[config.mk]
export PLATFORM = sky130hd
export DESIGN_NAME = nmea_rmc_parser
export DESIGN_NICKNAME = d
export VERILOG_FILES = /design/src/rtl/nmea_rmc_parser.sv
export SDC_FILE = /design/constraint.sdc
export NUM_CORES = 1
export LEC_CHECK = 0
export ABC_AREA = 1
export CELL_PAD_IN_SITES_DETAIL_PLACEMENT = 1
export CELL_PAD_IN_SITES_GLOBAL_PLACEMENT = 1
export CORE_MARGIN = 5
export CORE_UTILIZATION = 43
export DETAILED_ROUTE_END_ITERATION = 16
export GPL_TIMING_DRIVEN = 0
export PLACE_DENSITY_LB_ADDON = 0.1
export SETUP_SLACK_MARGIN = 0.02
export SYNTH_ARGS = -nofsm -noshare
export SYNTH_HDL_FRONTEND = slang
export SYNTH_SLANG_ARGS = --single-unit
[constraint.sdc]
create_clock -name PixelClk -period 6.35 [get_ports PixelClk]
set_input_delay 1.27 -clock PixelClk [delete_from_list [all_inputs] [get_ports PixelClk]]
set_output_delay 1.27 -clock PixelClk [all_outputs]
set_load 0.005 [all_outputs]
[src/rtl/nmea_rmc_parser.sv]
// Streaming NMEA RMC sentence parser: latches UTC time, date and fix status from
// checksummed sentences and mirrors each field's text into a row of a text RAM.
module nmea_rmc_parser #(
    parameter int MAX_LEN  = 82,
    parameter int ROW_BITS = 5
) (
    input  logic        PixelClk,
    input  logic        nRST,
    input  logic [7:0]  rx_data,
    input  logic        rx_valid,
    output logic [23:0] time_bcd,
    output logic [23:0] date_bcd,
    output logic        fix_valid,
    output logic        time_update,
    output logic        cksum_err,
    output logic        wr_en,
    output logic [9:0]  wr_addr,
    output logic [7:0]  wr_data,
    output logic [2:0]  dbg_state
);
    localparam int RB = 10 - ROW_BITS;
    localparam int CW = $clog2(MAX_LEN + 2);

    // rx_valid/rx_data form a one-cycle strobe with no back-pressure: every byte
    // presented with rx_valid high is consumed in that cycle.
    typedef enum logic [2:0] {IDLE, HEADER, FIELDS, CK_HI, CK_LO} state_t;

    state_t          state;
    logic [1:0]      rst_sync;
    logic            rst_n;
    logic [7:0]      xor_acc;
    logic [3:0]      ck_hi;
    logic [CW-1:0]   byte_cnt;
    logic [3:0]      field_idx;
    logic [2:0]      digit_idx;
    logic [RB-1:0]   row;
    logic [ROW_BITS:0] col;
    logic [23:0]     sh_time;
    logic [23:0]     sh_date;
    logic            sh_status;
    logic            bad;
    logic            time_ok;
    logic            date_ok;

    logic            is_eol;
    logic            is_digit;
    logic            hex_ok;
    logic [3:0]      hex_val;
    logic [7:0]      hdr_exp;
    logic [3:0]      dig;
    logic [4:0]      dig_base;

    // Assert asynchronously, release only after two PixelClk edges.
    always_ff @(posedge PixelClk or negedge nRST) begin
        if (!nRST) rst_sync <= 2'b00;
        else       rst_sync <= {rst_sync[0], 1'b1};
    end
    assign rst_n = rst_sync[1];

    always_comb begin
        is_eol   = (rx_data == 8'h0D) || (rx_data == 8'h0A);
        is_digit = (rx_data >= "0") && (rx_data <= "9");
        hex_ok   = 1'b0;
        hex_val  = 4'h0;
        if (is_digit) begin
            hex_ok  = 1'b1;
            hex_val = rx_data[3:0];
        end else if (((rx_data >= "A") && (rx_data <= "F")) ||
                     ((rx_data >= "a") && (rx_data <= "f"))) begin
            hex_ok  = 1'b1;
            hex_val = rx_data[3:0] + 4'd9;
        end
        // Talker ID bytes match anything; only the sentence type is checked.
        case (byte_cnt)
            CW'(3):  hdr_exp = "R";
            CW'(4):  hdr_exp = "M";
            CW'(5):  hdr_exp = "C";
            default: hdr_exp = rx_data;
        endcase
        dig      = rx_data[3:0];
        dig_base = 5'd20 - {digit_idx, 2'b00};
    end

    assign dbg_state = state;

    always_ff @(posedge PixelClk or negedge rst_n) begin
        if (!rst_n) begin
            state       <= IDLE;
            time_bcd    <= '0;
            date_bcd    <= '0;
            fix_valid   <= 1'b0;
            time_update <= 1'b0;
            cksum_err   <= 1'b0;
            wr_en       <= 1'b0;
            wr_addr     <= '0;
            wr_data     <= '0;
            xor_acc     <= '0;
            ck_hi       <= '0;
            byte_cnt    <= '0;
            field_idx   <= '0;
            digit_idx   <= '0;
            row         <= '0;
            col         <= '0;
            sh_time     <= '0;
            sh_date     <= '0;
            sh_status   <= 1'b0;
            bad         <= 1'b0;
            time_ok     <= 1'b0;
            date_ok     <= 1'b0;
        end else begin
            wr_en       <= 1'b0;
            time_update <= 1'b0;
            cksum_err   <= 1'b0;
            if (rx_valid) begin
                if (rx_data == "$") begin
                    state     <= HEADER;
                    xor_acc   <= '0;
                    byte_cnt  <= CW'(1);
                    bad       <= 1'b0;
                    time_ok   <= 1'b0;
                    date_ok   <= 1'b0;
                    sh_status <= 1'b0;
                end else if (state != IDLE) begin
                    if (is_eol) begin
                        if (state == FIELDS) state <= IDLE;
                    end else if (byte_cnt >= CW'(MAX_LEN)) begin
                        state <= IDLE;
                    end else begin
                        byte_cnt <= byte_cnt + 1'b1;
                        case (state)
                            HEADER: begin
                                xor_acc <= xor_acc ^ rx_data;
                                if (rx_data != hdr_exp) begin
                                    state <= IDLE;
                                end else if (byte_cnt == CW'(5)) begin
                                    state     <= FIELDS;
                                    field_idx <= '0;
                                    digit_idx <= '0;
                                    row       <= '0;
                                    col       <= '0;
                                    wr_addr   <= '0;
                                end
                            end
                            FIELDS: begin
                                if (rx_data == "*") begin
                                    state <= CK_HI;
                                end else begin
                                    xor_acc <= xor_acc ^ rx_data;
                                    if (rx_data == ",") begin
                                        if (field_idx != 4'hF) field_idx <= field_idx + 1'b1;
                                        digit_idx <= '0;
                                        row       <= row + 1'b1;
                                        col       <= '0;
                                        wr_addr   <= {row + 1'b1, {ROW_BITS{1'b0}}};
                                    end else begin
                                        // col's extra top bit marks a full row.
                                        if (!col[ROW_BITS]) begin
                                            wr_en   <= 1'b1;
                                            wr_data <= rx_data;
                                            wr_addr <= {row, col[ROW_BITS-1:0]};
                                            col     <= col + 1'b1;
                                        end
                                        if (digit_idx != 3'd7) digit_idx <= digit_idx + 1'b1;
                                        if (digit_idx < 3'd6) begin
                                            if (field_idx == 4'd1) begin
                                                sh_time[dig_base +: 4] <= dig;
                                                if (!is_digit) bad <= 1'b1;
                                                if (digit_idx == 3'd5) time_ok <= 1'b1;
                                            end
                                            if (field_idx == 4'd9) begin
                                                sh_date[dig_base +: 4] <= dig;
                                                if (!is_digit) bad <= 1'b1;
                                                if (digit_idx == 3'd5) date_ok <= 1'b1;
                                            end
                                        end
                                        if (field_idx == 4'd2) sh_status <= (rx_data == "A");
                                    end
                                end
                            end
                            CK_HI: begin
                                if (hex_ok) begin
                                    ck_hi <= hex_val;
                                    state <= CK_LO;
                                end else begin
                                    state <= IDLE;
                                end
                            end
                            CK_LO: begin
                                state <= IDLE;
                                if (hex_ok) begin
                                    if ({ck_hi, hex_val} != xor_acc) begin
                                        cksum_err <= 1'b1;
                                    end else if (!bad && time_ok && date_ok) begin
                                        time_bcd    <= sh_time;
                                        date_bcd    <= sh_date;
                                        fix_valid   <= sh_status;
                                        time_update <= 1'b1;
                                    end
                                end
                            end
                            default: state <= IDLE;
                        endcase
                    end
                end
            end
        end
    end
endmodule

# Word level (Yosys, flattened, before mapping)
# Cells that the tools add are included.
[totals] reg_bits=164 inputBits=11 out_inout_bits=73 wordCells=242
[classes] add_sub_neg=8 order_cmp=8 eq_ne=36 shift=2 mux=121 n_bitwise=8 reduce_logical=35
[ops] operator="10-bit AND reduction" count=7
[ops] operator="1-bit 2-to-1 mux" count=67
[ops] operator="10-bit 2-to-1 mux" count=5
[ops] operator="24-bit bitwise mux" count=2
[ops] operator="3-bit 2-to-1 mux" count=14
[ops] operator="8-bit 2-to-1 mux" count=5
[ops] operator="6-bit 2-to-1 mux" count=5
[ops] operator="4-bit 2-to-1 mux" count=7
[ops] operator="7-bit 2-to-1 mux" count=4
[ops] operator="9-bit AND reduction" count=3
[ops] operator="8-bit by 6-bit == test with 1-bit output (second input constant)" count=3
[ops] operator="8-bit one-hot mux with 3 select lines" count=1
[ops] operator="4-bit by 7-bit variable shift with 24-bit output (first input constant)" count=1
[ops] operator="4-bit by 7-bit indexed part select with 24-bit output" count=1
[ops] operator="5-bit 2-to-1 mux" count=4
[ops] operator="10-bit one-hot mux with 2 select lines" count=1
[ops] operator="8-bit by 4-bit == test with 1-bit output (second input constant)" count=2
[ops] operator="8-bit by 7-bit >= comparator with 1-bit output (second input constant)" count=2
[ops] operator="8-bit by 7-bit <= comparator with 1-bit output (second input constant)" count=2
[ops] operator="8-bit != test" count=2
[ops] operator="8-bit one-hot mux with 2 select lines" count=1
[ops] operator="8-bit AND reduction" count=2
[ops] operator="2-bit nonzero test" count=8
[ops] operator="7-bit by 3-bit == test with 1-bit output (second input constant)" count=2
[ops] operator="other kinds (44)" count=67

# Logic depth before layout (Yosys ltp)
# Gate-level depths: netlist of run 1.
[logic_depth] depth_word=14 depth_mapped=17 ltp_nobuf=16

# Least setup slack after synthesis of run 1
# Ideal clock, no wire load.
[synth_timing] kind="input port to flip-flop" from="input port rx_data[0]" to="register date_bcd[0]" setup_ps=117 t_arrival_ps=2967 t_required_ps=6233 path_slack_ps=3266 cell_stages=14 path_cell_list="buf_2 > inv_1 > ha_1 > inv_1 > nand3_1 > nand3_2 > nand2_1 > o21ai_1 > nand2_1 > a21oi_4 > nand3_4 > buf_6 > nand2_1 > nand2_1"
[synth_between] elab_chain_cells=8
[synth_rtl] element="start, declared" line="9" rtl="input logic [7:0] rx_data,"
[synth_rtl] element="8-bit by 7-bit >= comparator with 1-bit output, or another cell as far along" line="68" rtl="end else if (((rx_data >= \"A\") && (rx_data <= \"F\")) ||"
[synth_rtl] element="1-bit logical AND, on equally long branches" line="68, 69"
[synth_rtl] element="1-bit logical OR" line="68"
[synth_rtl] element="4-bit 2-to-1 mux" line="68"
[synth_rtl] element="4-bit 2-to-1 mux" line="65" rtl="if (is_digit) begin"
[synth_rtl] element="8-bit != test" line="191" rtl="if ({ck_hi, hex_val} != xor_acc) begin"
[synth_rtl] element="1-bit inverter (no line)"
[synth_rtl] element="9-bit AND reduction (no line) *"
[synth_rtl] element="end signal, assigned" line="195" rtl="date_bcd <= sh_date;"
[synth_rtl] element="end, declared" line="12" rtl="output logic [23:0] date_bcd,"
# Every way passes the cells marked *; elsewhere a longest branch is shown, timed or not.
# A chain may end at the register's enable or synchronous reset.

# Final worst setup path of run 1
[layout_timing] from="input port rx_data[0]" to="register date_bcd[11]"
# Same word-level chain as after synthesis.

==> results of run 1 <==
-- metal layers --
metal  up-vias  wire length, um
met5         -                0
met4         0              323
met3        19              538
met2        88            11100
met1      3287            10100
li1       3336                -
-- layout make-up --
cell class | count | share of cell area
buffer | 32 | 0.0216
timing repair buffer | 85 | 0.0901
clock inverter | 11 | 0.00916
sequential | 164 | 0.418
clock buffer | 21 | 0.0489
multi-input combinational | 670 | 0.351
tap | 234 | 0.0298
inverter | 84 | 0.0321
-- stage by stage --
stage	power [W]	instances	utilization	cell area [um2]	worst slack (ps)
3_5_place_dp	0.00118	1269	0.499	9260	1830
2_1_floorplan	0.00114	950	-	8080	1440
5_1_grt	0.00225	1301	0.529	9830	2090
4_1_cts	0.00218	1301	0.529	9830	2240
6_report	0.00217	1301	0.529	9830	2240
3_3_place_gp	0.00118	1267	0.495	9200	-588
-- kinds of logic after synthesis --
| family | count (synthesis) | synth area share |
|---|---|---|
| muxes | 1 | 0.00139 |
| AOI/OAI and AO/OA | 114 | 0.0794 |
| adders and majority gates | 21 | 0.0325 |
| xor gates and xnor gates | 12 | 0.0130 |
| DFF | 164 | 0.508 |
| other | 1 | 0.000464 |
| buffers and inverters | 116 | 0.0653 |
| and+or+nand+nor | 521 | 0.300 |
-- placed cells by master, fill, tap and decap left out, types with 3 or more instances in the layout --
cell / n
nand2_1: 283
dfrtp_1: 163
clkdlybuf4s50_1: 83
inv_1: 78
nand4_1: 68
nor2_1: 61
nand3_1: 49
o21ai_0: 48
o21ai_1: 24
ha_1: 21
buf_2: 20
nor3_1: 20
a21oi_1: 20
clkbuf_16: 17
xor2_1: 10
o21a_1: 9
buf_6: 7
inv_2: 6
nor2_2: 6
nand2_2: 6
nand3_2: 5
inv_6: 5
buf_4: 4
nor2_4: 4
o31ai_1: 4
nor3_2: 4
clkbuf_8: 4
clkinvlp_4: 4
o22ai_1: 3
or2_2: 3
and3_1: 3
-- sequential cells by signal (all words and copies together) (netlist names), 6 cells and up --
name and flops:
xor_acc 8, sh_time 24, byte_cnt 7, date_bcd 24, sh_date 24, col 6
wr_addr 10, wr_data 8, time_bcd 24
-- critical path: cells and delay by family --
family,cells,cell delay (ps)
compound gates,2,610
fa+ha+maj,1,260
buf+inv,5,1350
simple gates,7,910
-- worst max path at each step --
stage,from,to,slack (ps)
finish,rx_data[0],date_bcd[11],2240
global route,rx_data[0],time_bcd[0],2090
CTS,rx_data[0],date_bcd[11],2240
detailed placement,rx_data[0],time_bcd[5],1830
global placement,rst_sync[1],date_bcd[16],-590
floorplan,rst_sync[1],bad,1440
-- where the power goes --
group          leakage, nW  internal (W)  switching, W
logic                 2.32     0.0000285     0.0000760
registers             2.21       0.00105    0.00000895
clock network        0.271      0.000551      0.000454
total                 4.81       0.00163      0.000539
==> results.md, run 1 <==
- Gpl congestion: about 0.83
- Detailed Route Iter0 Violations: ~300
- Post-CTS sizing: 0
- Die H: between 100 and 150 um
- Number of synthesized flops with an enable pin: 0
- Final worst path period need: 4110 ps
- Met2 Use GR: 0.363
- Mean Syn Cell Area: ~8.5 um2
- Vias post-DR: ~6700
- Class of the most critical hold timing path: reg2async
- Full die area: roughly 22000 um2
- Row Count: 50
- Layout cells sized above 1: 0.104
- Synth unique cells: about 40
- Grt met1 use: 0.271
- Clk buf depth: 2
- R2R setup slack: around 3400 ps
- GRT overflow: 0
- Worst rel slew slack: 0.408
- Area of the multi-input gates: around 3400 um2
- FF-to-FF End: sh_date[16]
- Final Max Slew Viols: 0
- TritonCTS clock tree: done
- Async S/R FF share, synth: 1.00
- P_leak: about 4.8 nW
- R2r startpoint: digit_idx[1]
- Fin crit share: 0.647
- Pre-antenna DRT Iters: 5
- Crit end category: register
- Initial antenna violation count: 0
- DRC: 0
- Synth Register Bits: ~160
- Most used cell, CP: nand2_1
- F_max: 0.243 GHz
- Via density: 5.17
- Max IR drop VDD: 0.178 mV
- Clock tree sinks: roughly 160
- Total GRT Usage: 0.209
- Drt wl/cell: ~17 um
- Vias in the first global route: 6940
- Dpl hpwl: about 16000 um
- WP data arrival: 4420 ps
- Synthesis warning total: 0
- Synth Cell Area: roughly 8100 um2
- H-tree levels: 4
- Clock latency on the worst-skew pair: 430 ps
- Setup Buffers After CTS: 0
- Grt peak-use layer: met2
- Area grow syn2layout: 21.7%
- Most frequent cell after synthesis: nand2_1
- Die width: ~150 um
- CP required: 6660 ps
- Power Density: 220 nW/um2
- Seq. cell area: approximately 4100 um2
- Mapped Nets: 982
- Number of CTS-inserted buffers: 17
- ANT cells: 0
- Crit-path slowest cell: clkdlybuf4s50_1
- Core region area: around 19000 um2
- Ranking of synthesized cells by area: dfrtp_1 (51%), nand2_1 (13%), nand4_1 (5.3%)
- Starting density of the core: 0.435
- RSZ-0062 raised after global routing: no
- Pin count of the biggest net entering global routing: a little over 70
- Total wire length: roughly 22000 um
- Cells after Synth: 950
- IO Port Bufs: 83
- Main synth FF type: dfrtp_1
- Synth area leader: dfrtp_1
- Final nets: 1086
- Post-CTS Hold Fix Bufs: 0
- First-pass GRT wire length: between 30000 and 40000 um
- CP Class: in2reg
- Root Buffer: clkbuf_16
- R2R cell count: 13
- Worst-path clk slew: roughly 70 ps
- Seq/Total Area, Yosys: 0.508
- Max cap viols: 0
- Worst hold slack: between 300 and 400 ps
- Worst path cell trace: clkdlybuf4s50_1, buf_2, inv_1, ha_1, inv_1, nand3_1, nand3_2, nand2_1, o21ai_1, nand2_1, a21oi_4, nand3_4, buf_6, nand2_1, nand2_1
- Grt met3 use: 0.0327
- Slew @ Worst Pin: between 800 and 900 ps
- Final hold vios: 0
- I/O pins: between 80 and 90
- Startpoint Class: input pin
- Top cell type's share of synthesized area: 0.508
- DRT antenna net count: 0
- # setup viols final: 0
- Worst-path fanout max: 10
- Synth top cells by count: nand2_1 (283), dfrtp_1 (164), inv_1 (78)
- Setup TNS: 0 ps
- CP peak stage delay: approximately 520 ps
- Clk_skew: 16.4 ps
- Filler Cells Inserted: between 2000 and 2500
- Status: finished, final reports clean
No activity file was read; power rests on OpenSTA's default activity.
==> inputs of run 2 (changes only) <==
==> constraint.sdc (replaced) <==
create_clock -name PixelClk -period 3.8 [get_ports PixelClk]
set_input_delay 0.76 -clock PixelClk [delete_from_list [all_inputs] [get_ports PixelClk]]
set_output_delay 0.76 -clock PixelClk [all_outputs]
set_load 0.005 [all_outputs]
==> run 2 against run 1 <==
Effect of this change: first-iteration DRC count down 1.4%; setup slack worse by 2000 ps; clock-buffer cell count unchanged; global-route usage up 0.086 points; combinational power up 66%; final cell count about the same; sequential cell count unchanged; power up 70%; critical endpoint is now date_bcd[8].
==> results.md, run 2 (same netlist as run 1, synthesis figures left out) <==
- Status: finished, final reports clean
- ANT cells: 0 (unchanged)
- Stages on worst setup path: 15 (unchanged)
- Layout cells sized above 1: 0.102 (-0.00178)
- Commonest non-fill, non-tap cell in the layout: nand2_1
- Startpoint Class: input pin
- Worst rel slew slack: 0.421 (+0.0135)
- Final hold vios: 0 (unchanged)
- Drt wl/cell: 16.8 um (-0.63%)
- Worst hold slack: 281 ps (-29.3 ps)
- CP peak stage delay: 530 ps (about the same)
- F_max: around 0.28 GHz
- Setup TNS: 0 ps (unchanged)
- Row Count: 50 (unchanged)
- Worst path cell trace: clkdlybuf4s50_1, buf_2, inv_1, ha_1, inv_1, nand3_1, nand3_2, nand2_1, o21ai_1, nand2_1, a21oi_4, nand3_4, buf_6, nand2_1, nand2_1
- Die width: 147 um (unchanged)
- Clock tree sinks: 164 (unchanged)
- Clk_skew: 9.05 ps (-7.38 ps)
- Max IR drop VDD: 0.322 mV (+81%)
- Initial antenna violation count: 0 (unchanged)
- Final Max Slew Viols: 0 (unchanged)
- Max cap viols: 0 (unchanged)
- Starting density of the core: 0.435 (unchanged)
- I/O pins: 84 (unchanged)
- Fin crit share: 0.925
- Filler Cells Inserted: 2196 (-1.4%)
- Pre-antenna DRT Iters: 4 (-1)
- DRC: 0 (unchanged)
- CP required: 4110 ps (-2550 ps)
- Pin count of the biggest net entering global routing: 72 (unchanged)
- CP bufs+invs: 5 (unchanged)
- Class of the most critical hold timing path: reg2async
- Post-CTS Hold Fix Bufs: 0 (unchanged)
- Via density: 5.22 (+0.91%)
- DRT antenna net count: 0 (unchanged)
- Power Density: 375 nW/um2 (+70%)
- First-pass GRT wire length: 36700 um (+0.97%)
- Die H: 147 um (unchanged)
- Full die area: 21600 um2 (unchanged)
- H-tree levels: 4 (unchanged)
- R2R cell count: 13 (unchanged)
- Final worst path period need: ~3500 ps
- P_leak: 4.83 nW (+0.52%)
- Crit-path leading delay family: buffers and inverters
- # setup viols final: 0 (unchanged)
- Crit end category: register
- Crit-path slowest cell: clkdlybuf4s50_1
- Worst-path clk slew: 70 ps (about the same)
- Clk buf depth: 2 (unchanged)
- Total wire length: 21900 um (-0.70%)
- Cell Count, Final, Fillers Out: 1300 (-0.077%)
- Detailed Route Iter0 Violations: 291 (-1.4%)
- RSZ-0062 raised after global routing: no
- WP data arrival: 3830 ps (-590 ps)
- Most frequent cells in the layout: nand2_1 (283), dfrtp_1 (163), clkdlybuf4s50_1 (83)
- Area grow syn2layout: 22.0%
- IO Port Bufs: 83 (unchanged)
- Gpl congestion: 0.840 (+1.1%)
- Most used cell, CP: nand2_1
- CP Class: in2reg
- Final WS setup: 284 ps (-1950 ps)
- TritonCTS clock tree: done
- Vias in the first global route: 7085 (+2.1%)
- Slew @ Worst Pin: 860 ps (-20.1 ps)
- Dpl cells: 1269 (unchanged)
- GRT overflow: 0 (unchanged)
- Total GRT Usage: 0.210 (+0.000862)
- Vias post-DR: 6786 (+0.83%)
- Number of CTS-inserted buffers: 17 (unchanged)
- Pre-CTS setup slack: -283 ps (-2110 ps)
- Clock latency on the worst-skew pair: 430 ps (about the same)
- Root Buffer: clkbuf_16
- Setup Buffers After CTS: 0 (unchanged)
- Dpl hpwl: 16400 um (-0.51%)
- Final nets: 1086 (unchanged)
- Worst-path fanout max: 10 (unchanged)
- Core region area: 18600 um2 (unchanged)
==> run 2: cell count changes in the layout (fill, tap and decap cells not counted), sizes merged <==
cell	previous run	this run
clkinv	1	5
clkinvlp	4	0
inv	90	87
bufinv	0	2
==> run 2: through the flow <==
stage	area [um2]	total power (W)	utilization
2_1_floorplan	8080	0.00191	-
5_1_grt	9860	0.00384	0.531
4_1_cts	9860	0.00373	0.530
6_report	9860	0.00369	0.531
3_5_place_dp	9260	0.00198	0.499
3_3_place_gp	9210	0.00197	0.495
==> run 2: cell type report <==
cell class / count / area [um2] / area share
flip-flops and latches: 164 / 4110 / 0.417
multi-input cells: 670 / 3450 / 0.350
repair buffers: 85 / 886 / 0.0898
clock buffers: 21 / 470 / 0.0477
inverters: 84 / 315 / 0.0320
well taps: 234 / 293 / 0.0297
plain buffers: 32 / 213 / 0.0216
clock inverters: 10 / 123 / 0.0124
==> run 2: worst paths after layout <==
check	start	to	slack, ps
hold / removal	rst_sync[1]	row[4]	280
hold reg to reg	rst_sync[1]	row[4]	280
max in group asynchronous	rst_sync[1]	date_bcd[14]	2480
setup / recovery	rx_data[0]	date_bcd[8]	280
setup reg to reg	digit_idx[1]	sh_date[18]	840
min in group PixelClk	rst_sync[0]	rst_sync[1]	370
==> run 2: metal layers <==
layer,up-vias,GRT usage,part of all wire
met5,-,0,0
met4,0,0.0708,0.022
met3,26,0.0296,0.021
met2,90,0.368,0.51
met1,3325,0.267,0.45
li1,3345,-,-
==> run 2: power breakdown <==
part	internal, W	switching [W]	total (W)
sequential	0.00175	0.0000138	0.00177
clock	0.00102	0.000727	0.00175
combinational	0.0000478	0.000127	0.000174
total	0.00283	0.000867	0.00369
==> run 2: what timing repair did <==
item,in CTS,in global routing
hold endpoints to repair,0,0
gates resized for setup,0,1
setup endpoints to repair,0,2
